<file path="config.mk">
export PLATFORM = sky130hd
export DESIGN_NAME = mem_arbiter
export DESIGN_NICKNAME = d
export VERILOG_FILES = /design/src/rtl/mem_arb_pkg.sv /design/src/rtl/sat_counter32.sv /design/src/rtl/mem_arbiter.sv
export SDC_FILE = /design/constraint.sdc
export NUM_CORES = 1
export LEC_CHECK = 0
export CELL_PAD_IN_SITES_DETAIL_PLACEMENT = 0
export CELL_PAD_IN_SITES_GLOBAL_PLACEMENT = 2
export CORE_ASPECT_RATIO = 2
export CORE_MARGIN = 2
export CORE_UTILIZATION = 21
export DETAILED_ROUTE_END_ITERATION = 8
export PLACE_DENSITY_LB_ADDON = 0.3
export SLEW_MARGIN = 30
export SYNTH_ARGS = -nofsm -noshare
export SYNTH_HDL_FRONTEND = slang
export SYNTH_SLANG_ARGS = --single-unit
</file>
<file path="constraint.sdc">
create_clock -name clk -period 2 [get_ports clk]
set_input_delay 0.2 -clock clk [delete_from_list [all_inputs] [get_ports clk]]
set_output_delay 0.2 -clock clk [all_outputs]
set_load 0.05 [all_outputs]
</file>
<file path="src/rtl/mem_arb_pkg.sv">
// Shared types for the unified-memory arbiter.
//   state_t : arbiter FSM states
//   owner_t : which requester owns the access in flight
//   MEM_LAT_MAX / CNT_W : upper bound on memory latency and the counter width that covers it
package mem_arb_pkg;
  typedef enum logic [1:0] {IDLE, BUSY_I, BUSY_D, DONE} state_t;
  typedef enum logic {OWN_I, OWN_D} owner_t;
  localparam int MEM_LAT_MAX = 15;
  localparam int CNT_W = $clog2(MEM_LAT_MAX + 1);
endpackage

</file>
<file path="src/rtl/sat_counter32.sv">
// 32-bit saturating event counter.
//   clk      : clock
//   clr      : synchronous clear, highest priority
//   en       : count one event this cycle
//   load     : synchronous preload of load_val
//   load_val : preload value
//   count    : current value, sticks at 32'hFFFF_FFFF
module sat_counter32 (
  input  logic        clk,
  input  logic        clr,
  input  logic        en,
  input  logic        load,
  input  logic [31:0] load_val,
  output logic [31:0] count
);
  always_ff @(posedge clk) begin
    if (clr)                               count <= '0;
    else if (load)                         count <= load_val;
    else if (en && count != 32'hFFFF_FFFF) count <= count + 32'd1;
  end
endmodule

</file>
<file path="src/rtl/mem_arbiter.sv">
// Arbiter sharing one single-ported memory between instruction fetch and
// the MEM-stage load/store. Data requests win over fetches (older
// instruction). Each access holds the memory for MEM_LAT cycles, then a
// DONE cycle pulses the owner's ready; stall holds the pipeline until every
// pending request has been served.
// Ports:
//   clk, rst                 : clock, synchronous active-high reset
//   if_req/if_addr           : fetch request, if_rdata/if_ready fetch result
//   d_req/d_we/d_addr/d_wdata: load/store request, d_rdata/d_ready result
//   stall                    : pipeline freeze
//   mem_en/mem_we/mem_addr/mem_wdata/mem_rdata : memory side
//   perf_stall, perf_conf    : performance counters
// Build option: define MEM_ARB_PERF_EN to enable the performance counters;
// otherwise they read as 0 and no counter flops exist.
module mem_arbiter
  import mem_arb_pkg::*;
#(
  parameter int AW      = 32,
  parameter int DW      = 32,
  parameter int MEM_LAT = 2
) (
  input  logic          clk,
  input  logic          rst,
  input  logic          if_req,
  input  logic [AW-1:0] if_addr,
  output logic [DW-1:0] if_rdata,
  output logic          if_ready,
  input  logic          d_req,
  input  logic          d_we,
  input  logic [AW-1:0] d_addr,
  input  logic [DW-1:0] d_wdata,
  output logic [DW-1:0] d_rdata,
  output logic          d_ready,
  output logic          stall,
  output logic          mem_en,
  output logic          mem_we,
  output logic [AW-1:0] mem_addr,
  output logic [DW-1:0] mem_wdata,
  input  logic [DW-1:0] mem_rdata,
  output logic [31:0]   perf_stall,
  output logic [31:0]   perf_conf
);
  localparam logic [CNT_W-1:0] LAT_INIT = CNT_W'(MEM_LAT - 1);

  state_t            state, state_nxt;
  owner_t            owner;
  logic              lat_we;
  logic [AW-1:0]     lat_addr;
  logic [DW-1:0]     lat_wdata;
  logic [CNT_W-1:0]  cnt;
  logic              i_served, d_served;
  logic              pending_d, pending_i, busy;

  // A request stays pending until served; the served flag masks the
  // still-held request until the pipeline actually advances.
  assign pending_d = d_req  & ~d_served;
  assign pending_i = if_req & ~i_served;
  assign stall     = pending_d | pending_i;
  assign busy      = (state == BUSY_I) || (state == BUSY_D);

  // State register
  always_ff @(posedge clk) begin
    if (rst) state <= IDLE;
    else     state <= state_nxt;
  end

  // Next state
  always_comb begin
    state_nxt = state;
    case (state)
      IDLE:           if (pending_d)      state_nxt = BUSY_D;
                      else if (pending_i) state_nxt = BUSY_I;
      BUSY_I, BUSY_D: if (cnt == '0)      state_nxt = DONE;
      DONE:           state_nxt = IDLE;
      default:        state_nxt = IDLE;
    endcase
  end

  // Outputs: memory bus is driven only while busy so it reads 0 otherwise
  always_comb begin
    mem_en    = busy;
    mem_we    = (state == BUSY_D) && lat_we;
    mem_addr  = busy ? lat_addr  : '0;
    mem_wdata = busy ? lat_wdata : '0;
    if_ready  = (state == DONE) && (owner == OWN_I);
    d_ready   = (state == DONE) && (owner == OWN_D);
  end

  // Request latch, latency counter, read-data capture, served flags
  always_ff @(posedge clk) begin
    if (rst) begin
      owner     <= OWN_I;
      lat_we    <= 1'b0;
      lat_addr  <= '0;
      lat_wdata <= '0;
      cnt       <= '0;
      if_rdata  <= '0;
      d_rdata   <= '0;
      i_served  <= 1'b0;
      d_served  <= 1'b0;
    end else begin
      case (state)
        IDLE: begin
          if (pending_d) begin
            owner     <= OWN_D;
            lat_we    <= d_we;
            lat_addr  <= d_addr;
            lat_wdata <= d_wdata;
            cnt       <= LAT_INIT;
          end else if (pending_i) begin
            owner     <= OWN_I;
            lat_we    <= 1'b0;
            lat_addr  <= if_addr;
            lat_wdata <= '0;
            cnt       <= LAT_INIT;
          end
        end
        BUSY_I, BUSY_D: begin
          if (cnt != '0)             cnt      <= cnt - CNT_W'(1);
          else if (state == BUSY_I)  if_rdata <= mem_rdata;
          else if (!lat_we)          d_rdata  <= mem_rdata;
        end
        default: ;
      endcase

      // Clear when the pipeline advances; a completing access still marks
      // its owner served even if the request was dropped mid-access.
      if (!stall) begin
        i_served <= 1'b0;
        d_served <= 1'b0;
      end
      if (state == DONE) begin
        if (owner == OWN_D) d_served <= 1'b1;
        else                i_served <= 1'b1;
      end
    end
  end

`ifdef MEM_ARB_PERF_EN
  sat_counter32 u_perf_stall (
    .clk(clk), .clr(rst), .en(stall), .load(1'b0), .load_val(32'd0), .count(perf_stall)
  );
  sat_counter32 u_perf_conf (
    .clk(clk), .clr(rst), .en(pending_d & pending_i), .load(1'b0), .load_val(32'd0),
    .count(perf_conf)
  );
`else
  assign perf_stall = '0;
  assign perf_conf  = '0;
`endif
endmodule

</file>
==> results_dict.tcl <==
set metrics [dict create \
    area_growth_syn_to_layout_pct 70.9 \
    syn_inst 771 \
    start_kind "flip-flop" \
    hold_depth 2 \
    crit_required_ns 1.80 \
    drv_cap 0 \
    tns_ns 0 \
    cp.arrival_ns 1.75 \
    final.period_utilization 0.977 \
    outcome "finished clean" \
    min_to "lat_wdata[23]" \
    critPathKind "reg -> out" \
    slew_headroom 0.590 \
    yosys_warnings 0 \
    cts_tree "built" \
    path_clk_slew_ns 0.06 \
    port_buffers 265 \
    power_mw 16.2 \
    io_pins 330 \
    routed_via_density 4.19 \
    gr-total-overflow 0 \
    cp_max_fo 13 \
    grt_pass1_wl_um 32800 \
    diodes 0 \
    ys_ff_latch 138 \
    nets 1160 \
    synth-edff-count 0 \
    synth_area_um2 6210 \
    start_util 0.212 \
    r2r_end "cnt[3]" \
    cts_buffers 17 \
    syn_area_per_cell_um2 8.06 \
    htree_levels 4 \
    whs_ns 0.201 \
    finalClockSkew_ns 0.0115 \
    drc_errors 0 \
    die_area_um2 31100 \
    wl_per_cell_um 15.3 \
    clockBufferDepth 2 \
    max_freq_mhz 512 \
    gpl.final_weighted_congestion 0.704 \
    grt_usage 0.136 \
    grt_max_degree 46 \
    cts_sinks 138 \
    vias 5856 \
    reg2reg_from "state[1]" \
    die_h_um 247 \
    dr.pass1.iters 4 \
    drt-initial-drc-count 176 \
    holdCritStartpoint "rst" \
    drive_gt1_frac 0.205 \
    rsz0062_at_grt "true" \
    power_leakage_nw 4.10 \
    peakVddDrop_uv 771 \
    synthFlopType "dfxtp_1" \
    setup_viol 0 \
    antenna_found_initial 0 \
    ff2ff_setup_slack_ns 0.10 \
    seq_area_frac_synth 0.445 \
    worst_slew_pin_slew_ns 0.613 \
    synth_cell_type_count 34 \
    grt_pass1_vias 5669 \
    pwr_density_cell_nw_per_um2 1530 \
    period_minus_slack_ns 1.95 \
    rows 89 \
    core_area_um2 29300 \
    dp_hpwl_um 14300 \
    hold_buffers 0 \
    rr_worst_depth 7 \
    end_kind "primary output" \
    drv_slew 0 \
    hold_class "in -> reg" \
    hold_violations 0 \
    cts_root_buffer "clkbuf_16" \
    async_reset_ff_frac 0 \
    routed_wl_um 21400 \
    die_w_um 126 \
    insertion_delay_ns 0.44 \
    ant_nets 0 \
]
-- metal layers --
layer  track usage  vias to the layer above  share of wire
li1              -                     2909              -
met1         0.164                     2723           0.43
met2         0.214                      205           0.46
met3        0.0638                       19          0.092
met4        0.0448                        0          0.013
met5             0                        -              0
-- cells by family after synthesis --
| group | after synthesis | synth area share |
|---|---|---|
| compound gates | 146 | 0.169 |
| mux | 1 | 0.00161 |
| simple gates | 351 | 0.247 |
| fa+ha+maj | 6 | 0.0121 |
| buf+inv | 128 | 0.125 |
| flops | 138 | 0.445 |
| other cells | 1 | 0.000603 |
-- worst max-delay path by stage --
stage | start | to | slack, ns | depth (start not counted)
CTS | state[0] | mem_addr[31] | -0.002 | 5
global route | state[1] | mem_wdata[29] | -0.02 | 6
global placement | state[0] | cnt[3] | 0.17 | 6
floorplan | state[0] | cnt[3] | 0.03 | 7
finish | state[1] | mem_wdata[21] | 0.05 | 6
detailed placement | if_req | lat_addr[7] | 0.09 | 6
-- flip-flops by register name, summed over array words and instances (netlist names) --
| name | flops |
|---|---|
| d_rdata | 32 |
| i_served | 1 |
| cnt | 4 |
| lat_we | 1 |
| owner | 1 |
| lat_wdata | 32 |
| lat_addr | 32 |
| d_served | 1 |
| if_rdata | 32 |
| state | 2 |
-- cells in the final DEF, fill, tap and decap left out, types with 2 or more instances in the layout --
master,instances
a21oi_1,71
a22oi_1,33
a311oi_1,22
a311oi_2,11
and2_1,4
and2_2,10
and2_4,54
buf_12,78
buf_16,2
buf_4,14
bufinv_16,3
clkbuf_1,2
clkbuf_16,17
clkdlybuf4s50_1,195
clkinv_2,2
clkinv_4,2
clkinvlp_4,4
conb_1,64
dfxtp_1,136
dfxtp_2,2
ha_1,5
inv_1,3
inv_2,3
nand2_1,198
nor2_1,73
nor2b_1,3
-- through the flow --
step                instance area, um^2  utilization  setup slack (ns)  cells
global route                      10600        0.363           -0.0249   1397
finish                            10600        0.363            0.0462   1397
floorplan                          6480            -            0.0331    834
detailed placement                 9740        0.332            0.0856   1359
CTS                               10600        0.361          -0.00201   1396
global placement                   9740        0.332             0.168   1359
-- synth_stat cells (2+ instances only) --
master	number	area share
nor2_1	73	0.044
a311oi_1	22	0.031
a21oi_1	71	0.057
a311oi_2	11	0.027
nor2b_1	4	0.0040
buf_6	3	0.0054
dfxtp_1	138	0.44
ha_1	6	0.012
buf_2	20	0.016
nand2b_1	2	0.0020
nand2_1	198	0.12
clkbuf_1	33	0.020
a22oi_1	33	0.040
buf_4	66	0.080
and2_1	68	0.068
inv_1	5	0.0030
-- where the power goes --
group          total [mW]  leakage, nW  switching, mW  internal (mW)
registers            3.77         1.13          0.338           3.43
clock network        3.25        0.278           1.27           1.98
logic                9.19         2.69           5.33           3.86
total                16.2         4.10           6.94           9.27
-- area by class of cell --
class	count	area [um^2]
clock inverter	11	148
tap	364	455
clock buffer	20	447
timing repair buffer	290	3710
sequential	138	2770
inverter	6	22.5
multi-input combinational	568	3080
fill	3010	18700
-- critical path: stages, from the launching register on --
cell     delay (ns)
dfxtp_2        0.34
inv_2          0.05
ha_4           0.27
buf_12         0.15
buf_16         0.15
and2_2         0.21
buf_12         0.15
-- what timing repair did --
| item | CTS | global route |
|---|---|---|
| setup buffers | 3 | 1 |
| pin swaps | 1 | 0 |
| gates resized for setup | 40 | 24 |
| setup endpoints to repair | 64 | 56 |
| cloned | 3 | 0 |
| endpoints found under the hold margin | 0 | 0 |
Note: power is estimated with default switching activity, not from simulation.
